**src/rtl/display_pkg.sv**
```systemverilog
// ---------------------------------------------------------------------------
// display_pkg
// Shared types and constants for the 3-digit multiplexed 7-segment scanner.
//   DIG_U / DIG_D / DIG_C : one-hot digit selects (units / tens / hundreds)
//   N_DIGITS              : number of multiplexed digits
//   digit_sel_t           : one-hot digit select type
//   bcd3_t                : packed 3-digit BCD value ([3:0] units .. [11:8] hundreds)
//   next_sel()            : scan rotation, recovering any non-one-hot value to DIG_U
// ---------------------------------------------------------------------------
package display_pkg;

  localparam int N_DIGITS = 3;

  typedef logic [2:0]  digit_sel_t;
  typedef logic [11:0] bcd3_t;

  localparam digit_sel_t DIG_U = 3'b001;
  localparam digit_sel_t DIG_D = 3'b010;
  localparam digit_sel_t DIG_C = 3'b100;

  // Next digit in the scan order; anything that is not a legal one-hot
  // select (e.g. after a register upset) restarts the frame at the units.
  function automatic digit_sel_t next_sel(input digit_sel_t cur);
    digit_sel_t nxt;
    case (cur)
      DIG_U:   nxt = DIG_D;
      DIG_D:   nxt = DIG_C;
      DIG_C:   nxt = DIG_U;
      default: nxt = DIG_U;
    endcase
    return nxt;
  endfunction

endpackage

```
**src/rtl/tick_gen.sv**
```systemverilog
// ---------------------------------------------------------------------------
// tick_gen
// Slot prescaler: counts 0..DIV-1 while enabled, holds while disabled.
// Ports:
//   i_clk   in   system clock
//   i_rst   in   synchronous active-high reset (cnt -> 0)
//   i_en    in   count enable; 0 freezes the count
//   o_cnt   out  current count within the slot
//   o_wrap  out  high on the enabled cycle where cnt==DIV-1 (slot ends at
//                the next edge); derived from the count register and i_en
// ---------------------------------------------------------------------------
module tick_gen #(
  parameter int DIV = 27000,
  parameter int CW  = 15
) (
  input  logic          i_clk,
  input  logic          i_rst,
  input  logic          i_en,
  output logic [CW-1:0] o_cnt,
  output logic          o_wrap
);

  localparam logic [CW-1:0] LAST = CW'(DIV - 1);

  logic [CW-1:0] r_cnt;
  logic          w_at_last;

  assign w_at_last = (r_cnt == LAST);
  assign o_wrap    = i_en && w_at_last;
  assign o_cnt     = r_cnt;

  // Slot counter: wraps at DIV-1, frozen while disabled.
  always_ff @(posedge i_clk) begin
    if (i_rst) begin
      r_cnt <= '0;
    end else if (i_en) begin
      if (w_at_last) begin
        r_cnt <= '0;
      end else begin
        r_cnt <= r_cnt + CW'(1);
      end
    end else begin
      r_cnt <= r_cnt;
    end
  end

endmodule

```
**src/rtl/display_scan_ctrl.sv**
```systemverilog
// ---------------------------------------------------------------------------
// display_scan_ctrl
// Scan controller for a 3-digit multiplexed 7-segment display.
// Rotates a one-hot digit select once per slot, snapshots the BCD value once
// per frame so all three digits of a frame come from one coherent value, and
// drives active-low anodes with a per-slot ghost guard and optional
// leading-zero suppression.
// Ports:
//   clk          in   system clock
//   rst          in   synchronous active-high reset
//   en           in   scan enable; 0 freezes scanning and darkens the display
//   cdu[11:0]    in   live BCD value ([3:0] units, [7:4] tens, [11:8] hundreds)
//   cdu_o[11:0]  out  frame snapshot of cdu for the digit mux
//   sel[2:0]     out  one-hot digit select (001 units, 010 tens, 100 hundreds)
//   an[2:0]      out  active-low anodes ([0] units, [1] tens, [2] hundreds)
//   tick         out  pulse on the first cycle of each new slot
//   frame_start  out  pulse when sel enters 001 by rotation
// All outputs are functions of registers only.
// ---------------------------------------------------------------------------
module display_scan_ctrl
  import display_pkg::*;
#(
  parameter int REFRESH_DIV   = 27000,
  parameter int GUARD         = 2,
  parameter int BLANK_LEADING = 1
) (
  input  logic       clk,
  input  logic       rst,
  input  logic       en,
  input  bcd3_t      cdu,
  output bcd3_t      cdu_o,
  output digit_sel_t sel,
  output logic [2:0] an,
  output logic       tick,
  output logic       frame_start
);

  localparam int CW = (REFRESH_DIV > 1) ? $clog2(REFRESH_DIV) : 1;

  logic [CW-1:0] w_cnt;
  logic          w_wrap;
  digit_sel_t    w_next_sel;
  logic          w_enter_units;
  logic          w_in_guard;
  logic          w_blank_c;
  logic          w_blank_d;
  logic          w_digit_blank;
  logic [2:0]    w_an;

  digit_sel_t    r_sel;
  bcd3_t         r_cdu_o;
  logic          r_tick;
  logic          r_frame_start;
  logic          r_en_q;
  logic          r_load_pending;

  tick_gen #(
    .DIV (REFRESH_DIV),
    .CW  (CW)
  ) u_tick_gen (
    .i_clk  (clk),
    .i_rst  (rst),
    .i_en   (en),
    .o_cnt  (w_cnt),
    .o_wrap (w_wrap)
  );

  assign w_next_sel    = next_sel(r_sel);
  assign w_enter_units = w_wrap && (w_next_sel == DIG_U);

  // Rotation, pulses, enable pipeline and frame snapshot.
  always_ff @(posedge clk) begin
    if (rst) begin
      r_sel          <= DIG_U;
      r_cdu_o        <= 12'h000;
      r_tick         <= 1'b0;
      r_frame_start  <= 1'b0;
      r_en_q         <= 1'b0;
      r_load_pending <= 1'b1;
    end else begin
      r_en_q <= en;

      if (w_wrap) begin
        r_sel         <= w_next_sel;
        r_tick        <= 1'b1;
        r_frame_start <= w_enter_units;
      end else begin
        r_sel         <= r_sel;
        r_tick        <= 1'b0;
        r_frame_start <= 1'b0;
      end

      // The very first enabled cycle after reset fills the snapshot so the
      // opening frame does not show the reset value.
      if (en && (r_load_pending || w_enter_units)) begin
        r_cdu_o        <= cdu;
        r_load_pending <= 1'b0;
      end else begin
        r_cdu_o        <= r_cdu_o;
        r_load_pending <= r_load_pending;
      end
    end
  end

  // Ghost guard window at the start of each slot (none when GUARD==0).
  generate
    if (GUARD > 0) begin : g_guard
      localparam logic [CW-1:0] GUARD_C = CW'(GUARD);
      assign w_in_guard = (w_cnt < GUARD_C);
    end else begin : g_no_guard
      assign w_in_guard = 1'b0;
    end
  endgenerate

  assign w_blank_c = (BLANK_LEADING != 0) && (r_cdu_o[11:8] == 4'd0);
  assign w_blank_d = w_blank_c && (r_cdu_o[7:4] == 4'd0);

  // Anode drive: dark when disabled, guarding, or the shown digit is a leading zero.
  always_comb begin
    w_digit_blank = 1'b0;
    case (r_sel)
      DIG_C:   w_digit_blank = w_blank_c;
      DIG_D:   w_digit_blank = w_blank_d;
      default: w_digit_blank = 1'b0;
    endcase

    if (!r_en_q || w_in_guard || w_digit_blank) begin
      w_an = 3'b111;
    end else begin
      w_an = ~r_sel;
    end
  end

  assign cdu_o       = r_cdu_o;
  assign sel         = r_sel;
  assign an          = w_an;
  assign tick        = r_tick;
  assign frame_start = r_frame_start;

endmodule

```
**config.mk**
```make
export PLATFORM = sky130hd
export DESIGN_NAME = display_scan_ctrl
export DESIGN_NICKNAME = d
export VERILOG_FILES = /design/src/rtl/display_pkg.sv /design/src/rtl/tick_gen.sv /design/src/rtl/display_scan_ctrl.sv
export SDC_FILE = /design/constraint.sdc
export NUM_CORES = 1
export LEC_CHECK = 0
export CAP_MARGIN = 20
export CORE_MARGIN = 4
export CORE_UTILIZATION = 40
export DETAILED_ROUTE_END_ITERATION = 10
export PLACE_DENSITY = 0.65
export SYNTH_ARGS = -nofsm -noshare
export SYNTH_HDL_FRONTEND = slang
export SYNTH_SLANG_ARGS = --single-unit
export TNS_END_PERCENT = 1
```
**constraint.sdc**
```tcl
create_clock -name clk -period 3.05 [get_ports clk]
set_clock_uncertainty 0.1 [all_clocks]
set_input_delay 0.4575 -clock clk [delete_from_list [all_inputs] [get_ports clk]]
set_output_delay 0.4575 -clock clk [all_outputs]
set_load 0.05 [all_outputs]
```
==> results.sh <==
export IMPL_ys_ff_latch=34
export IMPL_cts_tree="built"
export IMPL_row_count=22
export IMPL_die_h_um=71.7
export IMPL_cp_max_fo=6
export IMPL_clockRootBuffer="clkbuf_8"
export IMPL_leakage_nw=0.697
export IMPL_drive_above_1_share_pct=5.56
export IMPL_end_kind="output port"
export IMPL_synth_ff_type="dfxtp_1"
export IMPL_via_per_inst=5.31
export IMPL_min_to="r_load_pending"
export IMPL_drt_iter0_markers=91
export IMPL_hold_violations=0
export IMPL_cts_buffers=5
export IMPL_cap_violations=0
export IMPL_overflow=0
export IMPL_rr_startpoint="u_tick_gen.o_cnt[3]"
export IMPL_yosysMostFrequentCell="dfxtp_1"
export IMPL_wl_um=3780
export IMPL_final_nets=232
export IMPL_worstPathArrival_ps=2240
export IMPL_cp_slowest_cell="dlygate4sd2_1"
export IMPL_syn_area_um2=1620
export IMPL_synth_largest_area_cell="dfxtp_1"
export IMPL_period_minus_slack_ps=2800
export IMPL_fmax_ghz=0.357
export IMPL_grt_max_degree=22
export IMPL_clock_sinks=34
export IMPL_clkTransAtPathRegs_ps=60
export IMPL_synth_top_area_share_pct=41.9
export IMPL_reg2reg_to="u_tick_gen.o_cnt[10]"
export IMPL_coreArea_um2=3800
export IMPL_regToRegSetupSlack_ps=720
export IMPL_hold_path_class="reg -> reg"
export IMPL_syn_inst=181
export IMPL_initial_utilization_pct=42.8
export IMPL_setup_tns_ps=0
export IMPL_worst_hold_startpoint="r_load_pending"
export IMPL_cp_required_ps=2490
export IMPL_cp_cell_sequence="or3_1 -> nor3_1 -> nand4_1 -> nand3_1 -> dlygate4sd2_1"
export IMPL_drt_pass1_iter_count=5
export IMPL_num_vias=1401
export IMPL_die_area_um2=5140
export IMPL_vdd_drop_max_mv=0.256
export IMPL_cp_start_kind="register"
export IMPL_syn_avg_cell_area_um2=8.97
export IMPL_finalSetupViolCount=0
export IMPL_place_congestion=0.878
export IMPL_placement_io_buffers=34
export IMPL_dpl_hpwl_um=2860
export IMPL_cts_htree_levels=2
export IMPL_ys_top_cells_by_area="dfxtp_1 42%, nand2b_1 9.2%, mux2i_1 8.0%"
export IMPL_grt_first_pass_wirelength_um=6320
export IMPL_fin_crit_sh_pct=91.8
export IMPL_max_slew_margin_pct=56.9
export IMPL_synth_edf_count=0
export IMPL_slew_violations=0
export IMPL_syn_num_nets=197
export IMPL_finalPower_uw=904
export IMPL_worstSetupPathType="reg -> out"
export IMPL_hold_path_depth=1
export IMPL_drc=0
export IMPL_synth_commonest_cells="34 x dfxtp_1, 24 x nand2b_1, 19 x nor2_1, 13 x mux2i_1, 11 x xnor2_1"
export IMPL_antenna_found_initial=0
export IMPL_pin_count=35
export IMPL_area_growth_pct=27.8
export IMPL_cts_buffer_depth=2
export IMPL_max_slew_worst_pin_slew_ps=647
export IMPL_wl_per_cell_um=14.3
export IMPL_synth_async_sr_flop_share_pct=0
export IMPL_die_w_um=71.7
export IMPL_clk_latency_ps=280
export IMPL_yosysWarnings=0
export IMPL_ant_nets=0
export IMPL_synth_lib_cells_used_distinct=34
export IMPL_seq_area_frac_synth_pct=41.9
export IMPL_critical_path_max_stage_delay_ps=540
export IMPL_fill_cells=355
export IMPL_grt_total_usage_pct=15.4
export IMPL_grt_pass1_vias=1315
export IMPL_powerDensity_nw_per_um2=436
export IMPL_reg2reg_depth=4
export IMPL_status="finished clean"
export IMPL_diodes=0
export IMPL_rsz0062_at_grt="false"
[where the power goes]
group	switching [mW]	internal, mW
combinational	0.0741	0.0577
sequential	0.0112	0.459
clock	0.145	0.157
[layout by cell type, fill, tap and decap left out, types with 3 or more instances in the layout]
| cell type | synthesis | routed |
|---|---|---|
| nor2b_1 | 3 | 3 |
| nor2_1 | 19 | 19 |
| clkdlybuf4s50_1 | 0 | 31 |
| nor3_1 | 7 | 7 |
| buf_4 | 0 | 3 |
| nor4_1 | 7 | 7 |
| o21ai_0 | 3 | 3 |
| xnor2_1 | 11 | 11 |
| nand4_1 | 8 | 8 |
| or4_1 | 3 | 3 |
| nand2b_1 | 24 | 24 |
| clkbuf_8 | 0 | 5 |
| inv_1 | 3 | 3 |
| mux2i_1 | 13 | 13 |
| a21oi_1 | 5 | 5 |
| nand3_1 | 8 | 8 |
| nand2_1 | 7 | 7 |
| dfxtp_1 | 34 | 34 |
[registers in the layout, summed over array words and instances, names as in the netlist]
| name | flops |
|---|---|
| u_tick_gen.o_cnt | 15 |
| cdu_o | 12 |
| sel | 3 |
| frame_start | 1 |
| r_en_q | 1 |
| r_load_pending | 1 |
| tick | 1 |
[per-stage QoR]
stage	setup slack [ps]	hold slack [ps]	cell area, um2	util, %	std cells
2_1_floorplan	782	331	1620	-	181
3_3_place_gp	358	340	2000	52.6	257
3_5_place_dp	312	350	2000	52.6	257
4_1_cts	9.02	364	2070	54.6	264
5_1_grt	124	383	2080	54.6	264
6_report	251	362	2080	54.6	264
[worst max path at each step]
stage,start,endpoint,slack [ps],depth (start not counted)
after floorplan,cdu_o[8],an[0],780,3
after CTS,u_tick_gen.o_cnt[3],an[2],9,5
after detailed placement,u_tick_gen.o_cnt[3],an[1],310,5
final,u_tick_gen.o_cnt[3],an[1],250,5
after global placement,u_tick_gen.o_cnt[3],an[2],360,5
after global routing,u_tick_gen.o_cnt[3],an[1],120,5
[layer usage]
layer | global-route usage [%] | part of all wire (%) | wire length [um] | vias up
li1 | - | - | - | 703
met1 | 20.4 | 45 | 1690 | 654
met5 | 0 | 0 | 0 | -
met4 | 5.85 | 1.3 | 48 | 0
met2 | 23.7 | 48 | 1820 | 39
met3 | 4.49 | 5.8 | 221 | 5
[worst max-delay path: cells and delay by family (launching register included)]
family / cells / cell delay (ps)
AND/OR/NAND/NOR: 4 / 1060
buffers and inverters: 1 / 540
flip-flops: 1 / 360
[repair_timing]
item	4_1_cts	5_1_grt
hold endpoints to repair	0	0
resized for setup	1	1
gates cloned	0	0
setup buffers	0	0
setup endpoints to repair	1	1
hold buffers	0	0
[logic make-up after synthesis]
family / count (synthesis) / share of synthesized area, %
simple gates: 95 / 32.8
flops: 34 / 41.9
compound gates: 14 / 6.39
xor+xnor: 13 / 7.01
mux: 13 / 8.01
buf+inv: 11 / 3.08
fa+ha+maj: 1 / 0.770
[area by class of cell]
class	instances	area (um2)	share of cell area, %
inverters	3	11.3	0.542
flip-flops and latches	34	681	32.8
clock buffers	7	76.3	3.68
multi-input cells	136	893	43.0
well taps	48	60.1	2.89
repair buffers	36	354	17.1
Note: power is estimated with default switching activity, not from simulation.
